### config.mk
export PLATFORM = sky130hd
export DESIGN_NAME = status_watchdog
export DESIGN_NICKNAME = d
export VERILOG_FILES = /design/src/rtl/mips_status_checker_watchdog.sv
export SDC_FILE = /design/constraint.sdc
export NUM_CORES = 1
export LEC_CHECK = 0
export BUFFER_PORTS_ARGS = -buffer_cell sky130_fd_sc_hd__buf_4
export CORE_ASPECT_RATIO = 0.75
export CORE_UTILIZATION = 53
export CTS_BUF_LIST = sky130_fd_sc_hd__clkbuf_16
export DETAILED_ROUTE_END_ITERATION = 8
export HOLD_SLACK_MARGIN = 0.1
export PLACE_DENSITY = 0.83
export REMOVE_ABC_BUFFERS = 1
export SYNTH_ARGS = -nofsm -noshare
export SYNTH_HDL_FRONTEND = slang
export SYNTH_SLANG_ARGS = --single-unit
### constraint.sdc
create_clock -name i_clk -period 2.2 [get_ports i_clk]
set_input_delay 0.55 -clock i_clk [delete_from_list [all_inputs] [get_ports i_clk]]
set_output_delay 0.55 -clock i_clk [all_outputs]
set_load 0.05 [all_outputs]
### src/rtl/mips_status_checker_watchdog.sv
// status_watchdog
//   Counts enabled cycles from 0 after a clear. o_expired is registered and
//   is high during the enabled cycle in which the count equals TIMEOUT-1.
//   Once expired, the count holds until the next clear.
// Ports:
//   i_clk     : clock
//   i_rst_n   : asynchronous active-low reset
//   i_clear   : restart the count at 0 (next cycle is count 0)
//   i_enable  : count this cycle
//   o_expired : watchdog has reached TIMEOUT-1
module status_watchdog #(
  parameter int unsigned TIMEOUT = 120000
) (
  input  logic i_clk,
  input  logic i_rst_n,
  input  logic i_clear,
  input  logic i_enable,
  output logic o_expired
);

  localparam int unsigned CW = (TIMEOUT > 1) ? $clog2(TIMEOUT + 1) : 1;

  logic [CW-1:0] cnt;

  // o_expired is computed from the next count value so that it is
  // aligned with the cycle holding count == TIMEOUT-1.
  always_ff @(posedge i_clk or negedge i_rst_n) begin
    if (!i_rst_n) begin
      cnt       <= '0;
      o_expired <= 1'b0;
    end else if (i_clear) begin
      cnt       <= '0;
      o_expired <= (TIMEOUT <= 1);
    end else if (i_enable && !o_expired) begin
      cnt       <= cnt + CW'(1);
      o_expired <= ((cnt + CW'(1)) == CW'(TIMEOUT - 1));
    end
  end

endmodule

==> results_dict.tcl <==
set metrics [dict create \
    status "finished with violations" \
    violations "negative setup slack" \
    synthTopCellsByCount "20 x nor2_1, 18 x dfrtp_1, 14 x nand2_1" \
    crit_path_max_incr_delay_ns 0.53 \
    core_region_area_sq_um 1850 \
    startpoint_type "flip-flop" \
    synth-simple-area-share_pct 30.3 \
    grt_max_degree 19 \
    period_share_pct 103 \
    power_leakage_nw 0.567 \
    synth_most_common_cell "nor2_1" \
    worst_slack_ns -0.0744 \
    synth_flop_cell "dfrtp_1" \
    ir_drop_mv 0.764 \
    drt-initial-drc-count 76 \
    period_minus_slack_ns 2.27 \
    area_delta_synth_final_pct 25.8 \
    async_flop_share_pct 100 \
    io_buffers 4 \
    routabilityCongestion 0.914 \
    yosysWarnings 0 \
    vias_per_cell 5.99 \
    synth_edf_count 0 \
    cp.required_ns 2.36 \
    r2r_cells 7 \
    yosysUniqueCellTypes 33 \
    synthCells 127 \
    cts_buffer_depth 2 \
    io_pins 5 \
    critPathTopFamily "simple AND/OR/NAND/NOR gates" \
    drc 0 \
    cp.depth 7 \
    cp.arrival_ns 2.43 \
    synth-seq-area-share_pct 40.5 \
    cts_hold_buf 0 \
    die-area_sq_um 2290 \
    synth_area_leader_cell "dfrtp_1" \
    grt_pass1_wl_um 4240 \
    diodes 0 \
    avgSynthCellArea_sq_um 8.75 \
    nNetsFinal 151 \
    grt_pass1_vias 906 \
    clock_skew_ns 0.00413 \
    synth_seq_cells 18 \
    worstPathMaxFanout 4 \
    antenna_left 0 \
    synth_xor_area_share_pct 12.6 \
    crit_chain "ha_4, a21oi_4, mux2_4, a21oi_2, or4b_4, or4_4, o32ai_2" \
    yosys-top-cells-area "dfrtp_1 41%, xor2_1 7.1%, nor2_1 6.8%" \
    final.setup.tns_ns -0.0744 \
    synth_compound_area_share_pct 8.00 \
    track_usage_pct 26.3 \
    hpwl_um 1650 \
    multiInputGateArea_sq_um 687 \
    start_util_pct 59.9 \
    wl_um 2760 \
    netlist_area_sq_um 1110 \
    n_fill_cell 131 \
    path_class "reg -> reg" \
    cts_sinks 18 \
    cts.clk_slew.worst_paths_ns 0.06 \
    die_h_um 41.7 \
    rsz0062_at_grt "yes" \
    design_power_total_mw 0.793 \
    crit_buf_inv 0 \
    core.rowCount 13 \
    routedWlPerCell_um 16.6 \
    relSlewSlack_pct 78.4 \
    cts_buffers 3 \
    utilization_pct 75.4 \
    synth.area.mux_share_pct 2.82 \
    antenna_found_initial 0 \
    die_w_um 54.9 \
    synth_top_family_by_area "simple AND/OR/NAND/NOR gates" \
    drive_above_1_share_pct 24.3 \
    min_path_type "in -> async" \
    p_per_area_nw_per_um2 568 \
    vias 994 \
    insertion_delay_ns 0.25 \
    cp_slowest_cell "or4b_4" \
    reg2reg_from "cnt[0]" \
    synth.top_cell.area_share_pct 40.5 \
    seqCellArea_sq_um 450 \
    firstDrtPassIters 5 \
    max-cap-violations 0 \
    cts_tree "yes" \
    grt_remaining_overflow 0 \
    worstMarginPinSlew_ns 0.322 \
    slew_violations 0 \
    cts_root_buffer "clkbuf_16" \
    htreeDepth 1 \
    hold_violations 0 \
    final-setup-viol-count 1 \
    fmaxAchievable_mhz 440 \
    synth_adder_area_share_pct 2.25 \
    worstSetupStartpoint "cnt[0]" \
    cp-end-kind "flip-flop" \
]
[cell type report]
| type | count | share of cell area (%) |
|---|---|---|
| multi-input combinational | 102 | 49.1 |
| clock inverter | 1 | 0.269 |
| sequential | 18 | 32.2 |
| timing repair buffer | 17 | 10.2 |
| clock buffer | 3 | 5.37 |
| tap | 22 | 1.97 |
| inverter | 3 | 0.806 |
[kinds of logic (layout without fill, tap and decap cells)]
kind of cell / count (synthesis) / in the layout
fa+ha+maj: 2 / 2
mux: 3 / 3
simple gates: 66 / 66
xor+xnor: 16 / 16
buf+inv: 7 / 24
compound gates: 15 / 15
flops: 18 / 18
[state kept, by name, summed over array words and instances (netlist names)]
register   cells
cnt           17
o_expired      1
[path summary, 6_finish.rpt]
path / endpoint / slack [ns]
worst max-delay path: o_expired / -0.07
worst min-delay path: cnt[6] / 0.15
worst max register to register: o_expired / -0.07
worst min register to register: cnt[16] / 0.55
max in group asynchronous: cnt[3] / 1.85
min in group i_clk: cnt[16] / 0.55
[stage by stage]
stage	hold slack, ns	worst slack [ns]	cell area (sq um)	std cells
after floorplan	0.254	-0.206	1080	123
after detailed placement	0.436	-0.151	1190	156
after global placement	0.430	-0.0581	1190	156
after global routing	0.185	-0.108	1400	166
final	0.155	-0.0744	1400	166
after CTS	0.169	-0.111	1300	160
[power by group]
part           internal, mW  switching, mW
clock                 0.242          0.132
combinational        0.0374         0.0411
sequential            0.335        0.00532
total                 0.615          0.178
[cells in the final DEF (no fill, tap or decap), types with 4 or more instances in the layout]
master,instances
nand2_1,13
nor2_1,19
nor3_1,4
buf_4,13
dfrtp_1,18
nand3_1,9
a21oi_1,5
o21ai_0,4
xor2_1,9
xnor2_1,7
buf_6,4
[routing by layer]
metal	track usage, %	up-vias	share of wire [%]
met3	9.89	4	10
li1	-	472	-
met5	0	-	0
met2	35.9	53	46
met4	5.64	0	1.3
met1	39.0	465	43
[what timing repair did]
action	4_1_cts	5_1_grt
pin swaps	4	9
resized for setup	5	13
setup endpoints to repair	1	1
gates cloned	0	0
buffers inserted	0	6
Power figures use the tool's default switching activity.
